--- src/rtl/vx_mem_perf_monitor_pkg.sv ---
// Shared types and defaults for the per-port memory performance monitor.
// The struct bundles the four event counters for hookup into pipeline perf aggregation.
package vx_mem_perf_monitor_pkg;

   localparam int PERF_CTR_BITS  = 44;
   localparam int PEND_WIDTH_DEF = 16;

   typedef struct packed {
      logic [PERF_CTR_BITS-1:0] reads;
      logic [PERF_CTR_BITS-1:0] writes;
      logic [PERF_CTR_BITS-1:0] rsps;
      logic [PERF_CTR_BITS-1:0] latency;
   } mem_perf_mon_t;

endpackage

--- src/rtl/vx_mem_perf_monitor_if.sv ---
// Handshake sample inputs and counter outputs of the memory performance monitor.
// The master side drives the per-lane fires and control; the monitor is the slave.
interface vx_mem_perf_monitor_if #(
   parameter int NUM_CHANNELS = 4,
   parameter int CTR_WIDTH    = 44,
   parameter int PEND_WIDTH   = 16
);
   logic                    enable;
   logic                    clear;
   logic [NUM_CHANNELS-1:0] req_fire;
   logic [NUM_CHANNELS-1:0] req_rw;
   logic [NUM_CHANNELS-1:0] rsp_fire;
   logic [CTR_WIDTH-1:0]    perf_reads;
   logic [CTR_WIDTH-1:0]    perf_writes;
   logic [CTR_WIDTH-1:0]    perf_rsps;
   logic [CTR_WIDTH-1:0]    perf_latency;
   logic [PEND_WIDTH-1:0]   pending_reads;
   logic [PEND_WIDTH-1:0]   pending_max;
   logic                    sat_flag;
   logic                    underflow_flag;

   modport master (
      output enable, clear, req_fire, req_rw, rsp_fire,
      input  perf_reads, perf_writes, perf_rsps, perf_latency,
      input  pending_reads, pending_max, sat_flag, underflow_flag
   );

   modport slave (
      input  enable, clear, req_fire, req_rw, rsp_fire,
      output perf_reads, perf_writes, perf_rsps, perf_latency,
      output pending_reads, pending_max, sat_flag, underflow_flag
   );
endinterface

--- src/rtl/vx_mem_perf_monitor_sat_ctr.sv ---
// Saturating accumulator: adds inc_i when enabled, clamps at all-ones and flags the overflow.
// clear_i wins over enable_i and discards that cycle's increment.
module vx_mem_perf_monitor_sat_ctr #(
   parameter int WIDTH     = 44,
   parameter int INC_WIDTH = 4
) (
   input  logic                 clk_i,
   input  logic                 rst_ni,
   input  logic                 clear_i,
   input  logic                 enable_i,
   input  logic [INC_WIDTH-1:0] inc_i,
   output logic [WIDTH-1:0]     count_o,
   output logic                 sat_o
);
   // One extra bit over the wider operand so the carry is never lost.
   localparam int SW = ((WIDTH > INC_WIDTH) ? WIDTH : INC_WIDTH) + 1;

   logic [WIDTH-1:0] count_q, count_d;
   logic [SW-1:0]    sum;
   logic             ovf;

   assign sum   = SW'(count_q) + SW'(inc_i);
   assign ovf   = (sum > SW'({WIDTH{1'b1}}));
   assign sat_o = enable_i & ~clear_i & ovf;

   always_comb begin
      count_d = count_q;
      if (clear_i)       count_d = '0;
      else if (enable_i) count_d = ovf ? '1 : sum[WIDTH-1:0];
   end

   always_ff @(posedge clk_i or negedge rst_ni) begin
      if (!rst_ni) count_q <= '0;
      else         count_q <= count_d;
   end

   assign count_o = count_q;
endmodule

--- src/rtl/vx_mem_perf_monitor.sv ---
// Per-port memory perf monitor: stage 1 registers lane vectors, stage 2 popcounts and
// updates read/write/response/latency counters, outstanding reads and their high-water mark.
module vx_mem_perf_monitor
   import vx_mem_perf_monitor_pkg::*;
#(
   parameter int NUM_CHANNELS = 4,
   parameter int CTR_WIDTH    = PERF_CTR_BITS,
   parameter int PEND_WIDTH   = PEND_WIDTH_DEF
) (
   input  logic                 clk_i,
   input  logic                 rst_ni,
   vx_mem_perf_monitor_if.slave mon
);
   localparam int CW = $clog2(NUM_CHANNELS + 1);
   localparam int SW = PEND_WIDTH + 2;

   logic [NUM_CHANNELS-1:0] rd_vec_q, wr_vec_q, rsp_vec_q;
   logic                    en_q;
   logic [CW-1:0]           rd_cnt, wr_cnt, rsp_cnt;
   logic [PEND_WIDTH-1:0]   pending_q, pending_d, pending_max_q;
   logic signed [SW-1:0]    pend_sum;
   logic                    pend_uf, pend_sat;
   logic                    sat_q, uf_q;
   logic [3:0]              ctr_sat;
   logic [CTR_WIDTH-1:0]    reads, writes, rsps, latency;

   // Stage 1 samples every cycle; enable travels with the sample it qualifies.
   always_ff @(posedge clk_i or negedge rst_ni) begin
      if (!rst_ni) begin
         rd_vec_q  <= '0;
         wr_vec_q  <= '0;
         rsp_vec_q <= '0;
         en_q      <= 1'b0;
      end else begin
         rd_vec_q  <= mon.req_fire & ~mon.req_rw;
         wr_vec_q  <= mon.req_fire &  mon.req_rw;
         rsp_vec_q <= mon.rsp_fire;
         en_q      <= mon.enable;
      end
   end

   always_comb begin
      rd_cnt  = '0;
      wr_cnt  = '0;
      rsp_cnt = '0;
      for (int i = 0; i < NUM_CHANNELS; i++) begin
         rd_cnt  = rd_cnt  + CW'(rd_vec_q[i]);
         wr_cnt  = wr_cnt  + CW'(wr_vec_q[i]);
         rsp_cnt = rsp_cnt + CW'(rsp_vec_q[i]);
      end
   end

   assign pend_sum = $signed({2'b00, pending_q}) + $signed(SW'(rd_cnt)) - $signed(SW'(rsp_cnt));

   always_comb begin
      pending_d = pending_q;
      pend_uf   = 1'b0;
      pend_sat  = 1'b0;
      if (en_q) begin
         if (pend_sum < 0) begin
            pending_d = '0;
            pend_uf   = 1'b1;
         end else if (pend_sum > $signed(SW'({PEND_WIDTH{1'b1}}))) begin
            pending_d = '1;
            pend_sat  = 1'b1;
         end else begin
            pending_d = pend_sum[PEND_WIDTH-1:0];
         end
      end
   end

   // clear does not touch pending_q: those reads are still really in flight.
   always_ff @(posedge clk_i or negedge rst_ni) begin
      if (!rst_ni) begin
         pending_q     <= '0;
         pending_max_q <= '0;
         sat_q         <= 1'b0;
         uf_q          <= 1'b0;
      end else begin
         pending_q <= pending_d;
         if (mon.clear) begin
            pending_max_q <= pending_d;
            sat_q         <= 1'b0;
            uf_q          <= 1'b0;
         end else begin
            if (pending_d > pending_max_q) pending_max_q <= pending_d;
            sat_q <= sat_q | pend_sat | (|ctr_sat);
            uf_q  <= uf_q | pend_uf;
         end
      end
   end

   vx_mem_perf_monitor_sat_ctr #(.WIDTH(CTR_WIDTH), .INC_WIDTH(CW)) u_reads (
      .clk_i(clk_i), .rst_ni(rst_ni), .clear_i(mon.clear), .enable_i(en_q),
      .inc_i(rd_cnt), .count_o(reads), .sat_o(ctr_sat[0]));

   vx_mem_perf_monitor_sat_ctr #(.WIDTH(CTR_WIDTH), .INC_WIDTH(CW)) u_writes (
      .clk_i(clk_i), .rst_ni(rst_ni), .clear_i(mon.clear), .enable_i(en_q),
      .inc_i(wr_cnt), .count_o(writes), .sat_o(ctr_sat[1]));

   vx_mem_perf_monitor_sat_ctr #(.WIDTH(CTR_WIDTH), .INC_WIDTH(CW)) u_rsps (
      .clk_i(clk_i), .rst_ni(rst_ni), .clear_i(mon.clear), .enable_i(en_q),
      .inc_i(rsp_cnt), .count_o(rsps), .sat_o(ctr_sat[2]));

   // Latency accumulates the pre-update outstanding count each counted cycle.
   vx_mem_perf_monitor_sat_ctr #(.WIDTH(CTR_WIDTH), .INC_WIDTH(PEND_WIDTH)) u_latency (
      .clk_i(clk_i), .rst_ni(rst_ni), .clear_i(mon.clear), .enable_i(en_q),
      .inc_i(pending_q), .count_o(latency), .sat_o(ctr_sat[3]));

   assign mon.perf_reads     = reads;
   assign mon.perf_writes    = writes;
   assign mon.perf_rsps      = rsps;
   assign mon.perf_latency   = latency;
   assign mon.pending_reads  = pending_q;
   assign mon.pending_max    = pending_max_q;
   assign mon.sat_flag       = sat_q;
   assign mon.underflow_flag = uf_q;
endmodule
--- src/flat_wrapper.sv ---
// flat-port wrapper written by rule: the top's interface ports become plain ports
module vx_mem_perf_monitor_flat import vx_mem_perf_monitor_pkg::*;
#(
   parameter int NUM_CHANNELS = 4,
   parameter int CTR_WIDTH    = PERF_CTR_BITS,
   parameter int PEND_WIDTH   = PEND_WIDTH_DEF
)
  (clk_i, rst_ni, mon_enable, mon_clear, mon_req_fire, mon_req_rw, mon_rsp_fire, mon_perf_reads, mon_perf_writes, mon_perf_rsps, mon_perf_latency, mon_pending_reads, mon_pending_max, mon_sat_flag, mon_underflow_flag);
  vx_mem_perf_monitor_if #(.NUM_CHANNELS(NUM_CHANNELS), .CTR_WIDTH(CTR_WIDTH), .PEND_WIDTH(PEND_WIDTH)) mon_i ();
  input  logic clk_i;
  input  logic rst_ni;
  input wire logic [$bits(mon_i.enable)-1:0] mon_enable;
  input wire logic [$bits(mon_i.clear)-1:0] mon_clear;
  input wire logic [$bits(mon_i.req_fire)-1:0] mon_req_fire;
  input wire logic [$bits(mon_i.req_rw)-1:0] mon_req_rw;
  input wire logic [$bits(mon_i.rsp_fire)-1:0] mon_rsp_fire;
  output wire logic [$bits(mon_i.perf_reads)-1:0] mon_perf_reads;
  output wire logic [$bits(mon_i.perf_writes)-1:0] mon_perf_writes;
  output wire logic [$bits(mon_i.perf_rsps)-1:0] mon_perf_rsps;
  output wire logic [$bits(mon_i.perf_latency)-1:0] mon_perf_latency;
  output wire logic [$bits(mon_i.pending_reads)-1:0] mon_pending_reads;
  output wire logic [$bits(mon_i.pending_max)-1:0] mon_pending_max;
  output wire logic [$bits(mon_i.sat_flag)-1:0] mon_sat_flag;
  output wire logic [$bits(mon_i.underflow_flag)-1:0] mon_underflow_flag;
  assign mon_i.enable = mon_enable;
  assign mon_i.clear = mon_clear;
  assign mon_i.req_fire = mon_req_fire;
  assign mon_i.req_rw = mon_req_rw;
  assign mon_i.rsp_fire = mon_rsp_fire;
  assign mon_perf_reads = mon_i.perf_reads;
  assign mon_perf_writes = mon_i.perf_writes;
  assign mon_perf_rsps = mon_i.perf_rsps;
  assign mon_perf_latency = mon_i.perf_latency;
  assign mon_pending_reads = mon_i.pending_reads;
  assign mon_pending_max = mon_i.pending_max;
  assign mon_sat_flag = mon_i.sat_flag;
  assign mon_underflow_flag = mon_i.underflow_flag;
  vx_mem_perf_monitor #(.NUM_CHANNELS(NUM_CHANNELS), .CTR_WIDTH(CTR_WIDTH), .PEND_WIDTH(PEND_WIDTH)) u_core (.clk_i(clk_i), .rst_ni(rst_ni), .mon(mon_i));
endmodule
--- config.mk ---
export PLATFORM = sky130hd
export DESIGN_NAME = vx_mem_perf_monitor_flat
export DESIGN_NICKNAME = d
export VERILOG_FILES = /design/src/rtl/vx_mem_perf_monitor_pkg.sv /design/src/rtl/vx_mem_perf_monitor_if.sv /design/src/rtl/vx_mem_perf_monitor_sat_ctr.sv /design/src/rtl/vx_mem_perf_monitor.sv /design/src/flat_wrapper.sv
export SDC_FILE = /design/constraint.sdc
export NUM_CORES = 1
export LEC_CHECK = 0
export ABC_CLOCK_PERIOD_IN_PS = 6800
export CORE_MARGIN = 4
export CORE_UTILIZATION = 25
export DETAILED_ROUTE_END_ITERATION = 8
export SYNTH_ARGS = -nofsm -noshare
export SYNTH_HDL_FRONTEND = slang
export SYNTH_SLANG_ARGS = --single-unit
--- constraint.sdc ---
create_clock -name clk_i -period 6.8 [get_ports clk_i]
set_input_delay 1.02 -clock clk_i [delete_from_list [all_inputs] [get_ports clk_i]]
set_output_delay 1.02 -clock clk_i [all_outputs]
set_load 0.02 [all_outputs]
==> impl_metrics.py, run 1 <==
metrics = {
    "critical_path": {
        "critPathKind": "reg2reg",
        "cp-start-kind": "flip-flop",
        "regToRegSetupSlack_ns": 0.64,
        "cp-end-kind": "flip-flop",
        "cp.arrival_ns": 6.62,
        "required_ns": 7.26,
        "cp_max_fo": 16,
        "reg2regPathDepth": 24,
        "reg2reg_to": "u_core.mon.pending_max[3]",
        "r2r_start": "u_core.rsp_vec_q[0]",
    },
    "logic_synthesis": {
        "ys.flop_type": "dfrtp_1",
        "yosysSeqAreaShare_pct": 40.1,
        "synth-simple-area-share_pct": 22.6,
        "synth-xor-area-share_pct": 1.89,
        "syn-instance-count": 1582,
        "yosysWarnings": 0,
        "synthDistinctLibCells": 69,
        "synth_edf_count": 0,
        "async_flop_share_pct": 100,
        "synth_area_per_cell_um2": 8.79,
        "syn-cell-area_um2": 13900,
        "synth_fa_ha_area_share_pct": 7.38,
        "syn_nets": 1674,
        "synthMuxAreaShare_pct": 1.30,
        "synth-seq-cells": 223,
        "synth_top_family_by_area": "simple AND/OR/NAND/NOR gates",
        "synth-compound-area-share_pct": 22.1,
    },
    "cts": {
        "postCtsSetupBuffers": 0,
        "htree_levels": 1,
        "hold_buffers": 0,
        "numCtsBuffers": 29,
        "path_clk_slew_ns": 0.05,
        "clk_latency_ns": 0.57,
        "cts_tree": "built",
        "cts.sink_count": 223,
        "max-clock-path-buffers": 3,
        "clock-root-buffer": "clkbuf_16",
    },
    "global_route": {
        "grt_pass1_wl_mm": 75.8,
        "grt_max_degree": 137,
        "first_global_vias": 13100,
        "antenna_found_initial": 0,
        "grt_usage_pct": 15.5,
        "grt-ovfl-total": 0,
    },
    "place": {
        "pre_cts_ws_ns": 0.339,
        "port_buffers": 225,
        "dp.cells": 2492,
        "place_hpwl_mm": 34.0,
        "gpl.final_weighted_congestion": 0.869,
    },
    "sta": {
        "setup_tns_ns": 0,
        "slew_headroom_pct": 28.9,
        "fin_worst_skew_ns": 0.0118,
        "max_clock_freq_mhz": 162,
        "hold-worst-slack_ns": 0.420,
        "period_minus_slack_ns": 6.16,
        "rsz0062_at_grt": "false",
        "final-hold-violation-count": 0,
        "setup_ws_ns": 0.641,
        "setup_viol": 0,
        "worstMarginPinSlew_ns": 1.06,
        "maxSlewViolCount": 0,
        "finalCritPeriodShare_pct": 90.6,
    },
    "final_layout": {
        "syn_to_final_growth_pct": 28.8,
        "diodes": 0,
        "drive_above_1_share_pct": 5.40,
        "final_cell_count_no_fill": 2545,
        "layout.nets": 1867,
    },
    "power": {
        "powerDensity_nw_per_um2": 350,
        "power_w": 0.00627,
        "vdd_drop_max_uv": 229,
        "p_leak_nw": 7.30,
    },
    "routing": {
        "first_pass_iters": 5,
        "wl_met3_mm": 3.40,
        "drt_iter0_markers": 1095,
        "drc_errors": 0,
        "viasPerCell": 5.29,
        "top_layer_used": "met4",
        "final_antenna_net_count": 0,
        "dr_wl_met2_mm": 21.8,
        "num_vias": 13500,
        "wl_mm": 47.8,
        "post_drt_wl_per_cell_um": 18.8,
        "wl_met1_mm": 21.8,
    },
    "floorplan": {
        "die_y_um": 244,
        "die_width_um": 244,
        "core_area_um2": 55100,
        "io_pins": 226,
        "start_util_pct": 25.2,
        "rows": 86,
        "die-area_um2": 59500,
    },
    "flow_run": {
        "cap_violations": 0,
    },
    "min_path": {
        "worst_hold_path_type": "in2async",
    },
    "run_status": {
        "status": "completed",
    },
}
[critical path, cell delays in order, from the launching register on]
cell and delay, ns:
dfrtp_1 0.36, ha_1 0.27, inv_1 0.04, fa_1 0.35
inv_1 0.07, ha_1 0.23, inv_1 0.12, fa_1 0.48
fa_1 0.50, a211o_1 0.34, a211oi_2 0.26, nor3b_1 0.11
a311oi_2 0.37, xnor2_1 0.11, buf_4 0.21, nor3_1 0.28
o21ai_0 0.17, ha_1 0.33, nand2_1 0.06, nor3_1 0.22
o21ai_0 0.13, o211ai_1 0.26, and2_1 0.21, nand3_2 0.25
o221ai_1 0.32
[worst max path at each step]
stage               cells past startpoint           startpoint  slack (ns)                    endpoint
finish                                 24  u_core.rsp_vec_q[0]        0.64   u_core.mon.pending_max[3]
global route                           25  u_core.rsp_vec_q[0]        0.13   u_core.mon.pending_max[3]
CTS                                    24  u_core.rsp_vec_q[0]        0.31   u_core.mon.pending_max[3]
detailed placement                     24   u_core.rd_vec_q[1]        0.34   u_core.mon.pending_max[3]
global placement                       24  u_core.rsp_vec_q[0]        0.57   u_core.mon.pending_max[2]
floorplan                              26  u_core.rsp_vec_q[0]        0.69  u_core.mon.pending_max[10]
[stage by stage]
stage | utilization (%) | cell area (µm²)
final | 32.5 | 17900
after global placement | 30.7 | 16900
after CTS | 32.5 | 17900
after global routing | 32.5 | 17900
after detailed placement | 30.7 | 16900
after floorplan | - | 13900
[cell usage after synthesis (4+ instances only)]
cell,n,area [µm²]
dfrtp_1,223,5580
nor2_1,176,661
nand2_1,132,495
a21oi_1,119,596
inv_1,83,312
nor3_1,76,380
a211oi_1,67,503
ha_1,66,826
clkbuf_1,60,225
o21ai_0,60,300
nand3_1,51,255
a311oi_1,49,429
and3_1,45,282
nand4_1,37,231
and4_1,28,245
a21o_1,26,195
a31oi_1,22,138
xnor2_1,18,158
and2_1,17,106
mux2i_1,17,170
nor2b_1,14,87.6
o22ai_1,13,81.3
xor2_1,12,105
nor4_1,11,68.8
o21a_1,11,82.6
o221ai_1,11,96.3
buf_2,10,50.1
fa_1,10,200
o21bai_1,10,75.1
nand2b_1,9,56.3
o211ai_1,7,52.6
a31o_2,6,52.6
a41oi_1,6,52.6
or3_1,6,37.5
a221oi_1,5,43.8
a211o_1,4,35.0
a41o_1,4,40.0
nor4_2,4,50.1
or2_2,4,25.0
or4_1,4,30.0
[flip-flops by register name, indices dropped and copies added, names as in the netlist]
signal,count
u_core.rd_vec_q,4
u_core.mon.underflow_flag,1
u_core.en_q,1
u_core.u_writes.count_o,44
u_core.rsp_vec_q,4
u_core.mon.sat_flag,1
u_core.wr_vec_q,4
u_core.mon.pending_max,16
u_core.u_latency.count_o,44
u_core.u_rsps.count_o,44
u_core.u_reads.count_o,44
u_core.mon.pending_reads,16
[repair_timing]
| item | 4_1_cts | 5_1_grt |
|---|---|---|
| gates resized for setup | 0 | 3 |
| endpoints found under the hold margin | 0 | 0 |
| setup endpoints to repair | 0 | 11 |
[per-layer routing]
layer / vias up / track usage [%]
met5: - / 0
met4: 0 / 3.36
met3: 53 / 3.32
met2: 457 / 25.0
met1: 6660 / 21.5
li1: 6294 / -
[cells in the final DEF (no fill, tap or decap), types with 26 or more instances in the layout]
cell             synthesis  final
a211oi_1                67     66
and3_1                  45     45
a21oi_1                119    119
a311oi_1                49     49
clkdlybuf4s50_1          0    223
nand3_1                 51     50
a21o_1                  26     26
inv_1                   83     82
nand2_1                132    132
clkbuf_16                0     29
o21ai_0                 60     60
ha_1                    66     66
dfrtp_1                223    222
and4_1                  28     28
nand4_1                 37     37
nor2_1                 176    176
nor3_1                  76     76
[layout make-up]
class | count | area (µm²)
Fill cell | 5760 | 37200
Multi-Input combinational cell | 1200 | 7700
Sequential cell | 223 | 5580
Timing Repair Buffer | 238 | 2370
Tap cell | 748 | 936
Clock buffer | 41 | 841
Inverter | 83 | 312
Clock inverter | 12 | 173
[kinds of logic (layout without fill, tap and decap cells)]
logic type / after synthesis / after routing
buf+inv: 159 / 374
simple gates: 627 / 627
xor+xnor: 30 / 30
compound gates: 449 / 449
mux: 18 / 18
flops: 223 / 223
fa+ha+maj: 76 / 76
[power by group]
part           switching, W  leakage (nW)  internal, W
clock              0.000626         0.495      0.00101
sequential         0.000229          3.00      0.00148
combinational       0.00170          3.80      0.00122
Power figures use the tool's default switching activity.
==> run 2, diff against run 1 <==
==> constraint.sdc (replaced) <==
create_clock -name clk_i -period 6.8 [get_ports clk_i]
set_input_delay 1.36 -clock clk_i [delete_from_list [all_inputs] [get_ports clk_i]]
set_output_delay 1.36 -clock clk_i [all_outputs]
set_load 0.02 [all_outputs]
==> impl_metrics.py, run 2 (synthesis gave the netlist of run 1 again) <==
metrics = {
    "sta": {
        "maxSlewViolCount": 0,
        "period_minus_slack_ns": 6.20,
        "max_clock_freq_mhz": 161,
        "fin_worst_skew_ns": 0.0155,
        "rsz0062_at_grt": "false",
        "worstMarginPinSlew_ns": 1.06,
        "slew_headroom_pct": 28.4,
        "finalCritPeriodShare_pct": 91.1,
        "setup_viol": 0,
        "final-hold-violation-count": 0,
        "setup_tns_ns": 0,
    },
    "power": {
        "vdd_drop_max_uv": 223,
        "p_leak_nw": 7.29,
        "powerDensity_nw_per_um2": 347,
    },
    "global_route": {
        "grt_usage_pct": 15.4,
        "grt-ovfl-total": 0,
        "grt_pass1_wl_mm": 75.7,
        "antenna_found_initial": 0,
        "grt_max_degree": 118,
        "first_global_vias": 13000,
    },
    "critical_path": {
        "cp-end-kind": "flip-flop",
        "cp.arrival_ns": 6.67,
        "reg2regPathDepth": 24,
        "critPathSlowestCell": "fa_1",
        "crit_chain": "ha_1, inv_1, fa_1, inv_1, ha_1, inv_1, fa_1, fa_1, a211o_1, a211oi_1, nor3b_1, a311oi_2, xnor2_1, buf_4, nor2_1, o21ai_0, ha_1, a21o_1, a21oi_1, o221a_2, o211ai_1, and2_1, nand3_2, o221ai_1",
        "regToRegSetupSlack_ns": 0.60,
        "critPathKind": "reg2reg",
        "slowest_delay_ns": 0.49,
        "cp_max_fo": 16,
        "cp-start-kind": "flip-flop",
        "required_ns": 7.27,
        "r2r_start": "u_core.rsp_vec_q[1]",
        "reg2reg_to": "u_core.mon.pending_max[2]",
    },
    "min_path": {
        "whs_path_depth": 1,
        "hold_path_end": "u_core.u_writes.count_o[26]",
        "hp-start": "u_core.u_writes.count_o[26]",
        "worst_hold_path_type": "reg2reg",
    },
    "final_layout": {
        "multi_input_comb_area_um2": 7690,
        "final_cell_mix": "223 x clkdlybuf4s50_1, 222 x dfrtp_1, 176 x nor2_1",
        "stdcell_area_um2": 17900,
        "layout.nets": 1870,
        "register_area_um2": 5580,
        "diodes": 0,
        "drive_above_1_share_pct": 5.17,
        "syn_to_final_growth_pct": 28.5,
        "final_common_cell": "clkdlybuf4s50_1",
        "fill_cells": 5755,
    },
    "cts": {
        "cts.sink_count": 223,
        "max-clock-path-buffers": 3,
        "postCtsSetupBuffers": 0,
        "cts_resized": 0,
        "clock-root-buffer": "clkbuf_16",
        "path_clk_slew_ns": 0.06,
        "htree_levels": 1,
        "clk_latency_ns": 0.57,
        "hold_buffers": 0,
        "numCtsBuffers": 30,
        "cts_tree": "built",
    },
    "routing": {
        "drc_errors": 0,
        "first_pass_iters": 5,
        "wl_mm": 47.3,
        "final_antenna_net_count": 0,
        "num_vias": 13400,
        "viasPerCell": 5.26,
        "drt_iter0_markers": 1074,
        "post_drt_wl_per_cell_um": 18.6,
    },
    "floorplan": {
        "rows": 86,
        "core_area_um2": 55100,
        "die-area_um2": 59500,
        "io_pins": 226,
        "die_y_um": 244,
        "start_util_pct": 25.2,
        "die_width_um": 244,
    },
    "flow_run": {
        "cap_violations": 0,
    },
    "place": {
        "port_buffers": 225,
        "placed_cell_area_um2": 16900,
        "place_hpwl_mm": 33.9,
        "gpl.final_weighted_congestion": 0.869,
    },
    "run_status": {
        "status": "completed",
    },
}
[run 2: layer usage]
metal | share of wire, % | vias up | wire length (µm) | global-route usage (%)
li1 | - | 6307 | - | -
met1 | 47 | 6625 | 22000 | 21.8
met2 | 45 | 415 | 21400 | 24.3
met3 | 6.4 | 60 | 3010 | 3.00
met4 | 2.0 | 0 | 952 | 3.85
met5 | 0 | - | 0 | 0
[run 2: metrics by stage]
step / utilization, % / hold WS (ns) / setup slack (ns) / instances / total power [W]
6_report: 32.4 / 0.505 / 0.603 / 2547 / 0.00619
5_1_grt: 32.4 / 0.543 / 0.0346 / 2547 / 0.00664
4_1_cts: 32.4 / 0.503 / 0.383 / 2547 / 0.00623
3_5_place_dp: 30.7 / 0.489 / 0.439 / 2494 / 0.00464
3_3_place_gp: 30.7 / 0.495 / 0.598 / 2494 / 0.00459
2_1_floorplan: - / 0.602 / 0.690 / 1582 / 0.00367
[run 2: final cells by class]
cell class                      instances  area share (%)
Multi-Input combinational cell       1200            43.1
Inverter                               83            1.74
Tap cell                              748            5.24
Sequential cell                       223            31.3
Clock buffer                           45            4.92
Clock inverter                          8           0.385
Timing Repair Buffer                  240            13.4
[run 2: power breakdown]
| part | internal, W | leakage, nW | switching, W |
|---|---|---|---|
| clock network | 0.000920 | 0.471 | 0.000625 |
| registers | 0.00148 | 3.00 | 0.000228 |
| logic | 0.00124 | 3.81 | 0.00170 |
| total | 0.00364 | 7.29 | 0.00255 |
[run 2: worst max-delay path by stage]
stage                                    from                         end  slack (ns)
after global placement    u_core.rsp_vec_q[0]   u_core.mon.pending_max[2]        0.60
final                     u_core.rsp_vec_q[1]   u_core.mon.pending_max[2]        0.60
after global routing      u_core.rsp_vec_q[1]   u_core.mon.pending_max[2]        0.03
after CTS                 u_core.rsp_vec_q[1]   u_core.mon.pending_max[2]        0.38
after floorplan           u_core.rsp_vec_q[0]  u_core.mon.pending_max[10]        0.69
after detailed placement  u_core.rsp_vec_q[0]   u_core.mon.pending_max[2]        0.44
[run 2: critical path, delay by kind of cell (launching register included)]
family                   cells  cell delay (ns)
adder cells (fa/ha/maj)      6             2.06
AO/OA/AOI/OAI                9             2.32
AND/OR/NAND/NOR              4             0.68
XOR/XNOR                     1             0.16
buffers and inverters        4             0.49
flip-flops                   1             0.37
==> run 3, diff against run 2 <==
- REMOVE_ABC_BUFFERS: default -> 1
==> impl_metrics.py, run 3 (synthesis gave the netlist of run 1 again) <==
metrics = {
    "cts": {
        "cts_tree": "built",
        "hold_buffers": 0,
        "clock-root-buffer": "clkbuf_16",
        "numCtsBuffers": 29,
        "clk_latency_ns": 0.56,
        "cts.sink_count": 223,
        "path_clk_slew_ns": 0.06,
        "max-clock-path-buffers": 3,
        "htree_levels": 1,
    },
    "global_route": {
        "first_global_vias": 13000,
        "grt_usage_pct": 15.3,
        "grt_max_degree": 114,
        "antenna_found_initial": 1,
        "grt_pass1_wl_mm": 74.6,
        "grt-ovfl-total": 0,
    },
    "power": {
        "vdd_drop_max_uv": 174,
        "power_w": 0.00619,
        "p_leak_nw": 7.28,
        "powerDensity_nw_per_um2": 347,
    },
    "critical_path": {
        "cp_max_fo": 13,
        "cp-end-kind": "flip-flop",
        "cp-start-kind": "flip-flop",
        "required_ns": 7.24,
        "critPathKind": "reg2reg",
        "reg2regPathDepth": 24,
        "cp.arrival_ns": 6.72,
    },
    "routing": {
        "drc_errors": 0,
        "first_pass_iters": 5,
        "viasPerCell": 5.24,
        "final_antenna_net_count": 0,
        "post_drt_wl_per_cell_um": 18.7,
        "drt_iter0_markers": 894,
        "wl_mm": 47.6,
        "num_vias": 13300,
    },
    "sta": {
        "slew_headroom_pct": 21.2,
        "finalCritPeriodShare_pct": 92.4,
        "fin_worst_skew_ns": 0.0191,
        "setup_viol": 0,
        "rsz0062_at_grt": "false",
        "worstMarginPinSlew_ns": 1.18,
        "hold-worst-slack_ns": 0.508,
        "setup_ws_ns": 0.519,
        "max_clock_freq_mhz": 159,
        "period_minus_slack_ns": 6.28,
        "maxSlewViolCount": 0,
        "final-hold-violation-count": 0,
        "setup_tns_ns": 0,
    },
    "place": {
        "place_hpwl_mm": 33.6,
        "port_buffers": 225,
        "pre_cts_ws_ns": 0.515,
        "gpl.final_weighted_congestion": 0.825,
    },
    "floorplan": {
        "rows": 86,
        "io_pins": 226,
        "start_util_pct": 25.2,
        "die_y_um": 244,
        "die_width_um": 244,
        "core_area_um2": 55100,
        "die-area_um2": 59500,
    },
    "min_path": {
        "worst_hold_path_type": "reg2reg",
        "whs_path_depth": 1,
    },
    "final_layout": {
        "final_common_cell": "clkdlybuf4s50_1",
        "fin_util_pct": 32.4,
        "layout.nets": 1872,
        "multi_input_comb_area_um2": 7690,
        "syn_to_final_growth_pct": 28.5,
        "fill_cells": 5814,
        "final_cell_mix": "223 x clkdlybuf4s50_1, 222 x dfrtp_1, 176 x nor2_1",
        "register_area_um2": 5580,
        "drive_above_1_share_pct": 5.28,
        "diodes": 0,
    },
    "flow_run": {
        "cap_violations": 0,
    },
    "run_status": {
        "status": "completed",
    },
}
run 3: cell count changes in the layout (fill, tap and decap cells not counted), moves of 2 or more:
cell / before / now
clkinv_2: 6 / 4
clkbuf_1: 9 / 6
clkbuf_16: 31 / 29
buf_4: 13 / 16
run 3: critical path, cell delays in order, from the launching register on:
cell,delay (ns)
dfrtp_1,0.36
ha_1,0.28
inv_1,0.05
fa_1,0.36
inv_1,0.06
ha_1,0.24
inv_1,0.13
fa_1,0.48
fa_1,0.51
a211o_1,0.36
a211oi_2,0.31
nor3b_1,0.13
a311oi_2,0.38
xnor2_1,0.18
buf_4,0.22
nor3_1,0.27
o21ai_0,0.17
ha_1,0.32
nand2_1,0.06
nor3_1,0.22
o21ai_0,0.13
o211ai_1,0.26
and2_1,0.19
buf_4,0.15
mux2_2,0.33
run 3: layer usage:
| metal | GRT usage (%) | up-vias | wire, µm |
|---|---|---|---|
| li1 | - | 6307 | - |
| met1 | 20.8 | 6582 | 21600 |
| met2 | 24.9 | 383 | 22000 |
| met3 | 3.30 | 75 | 2770 |
| met4 | 3.80 | 2 | 1260 |
| met5 | 0 | - | 10 |
run 3: path summary, 6_finish.rpt:
kind	startpoint	end	slack, ns
hold reg to reg	u_core.u_writes.count_o[26]	u_core.u_writes.count_o[26]	0.51
hold / removal	u_core.u_writes.count_o[26]	u_core.u_writes.count_o[26]	0.51
setup / recovery	u_core.rsp_vec_q[0]	u_core.mon.pending_max[15]	0.52
setup reg to reg	u_core.rsp_vec_q[0]	u_core.mon.pending_max[15]	0.52
min in group asynchronous	rst_ni	u_core.u_latency.count_o[18]	0.81
max in group asynchronous	rst_ni	u_core.en_q	4.75
run 3: timing repair:
item | in CTS | in global routing
endpoints found under the setup margin | 0 | 13
setup buffers | 0 | 0
resized for setup | 0 | 1
run 3: layout make-up:
cell class / count / area share [%]
clock inverter: 9 / 0.595
multi-input combinational: 1200 / 43.1
sequential: 223 / 31.3
clock buffer: 40 / 4.57
inverter: 83 / 1.74
timing repair buffer: 243 / 13.5
tap: 748 / 5.24
run 3: power by group:
group          total [W]  internal, W  leakage (nW)  switching (W)
Clock            0.00153     0.000907         0.457       0.000622
Combinational    0.00295      0.00124          3.82        0.00171
Sequential       0.00172      0.00148          3.00       0.000232
Total            0.00619      0.00363          7.28        0.00256
run 3: per-stage QoR:
step / cell area [µm²] / cells
floorplan: 13600 / 1506
global placement: 16900 / 2497
detailed placement: 16900 / 2497
CTS: 17900 / 2546
global route: 17900 / 2546
finish: 17900 / 2546
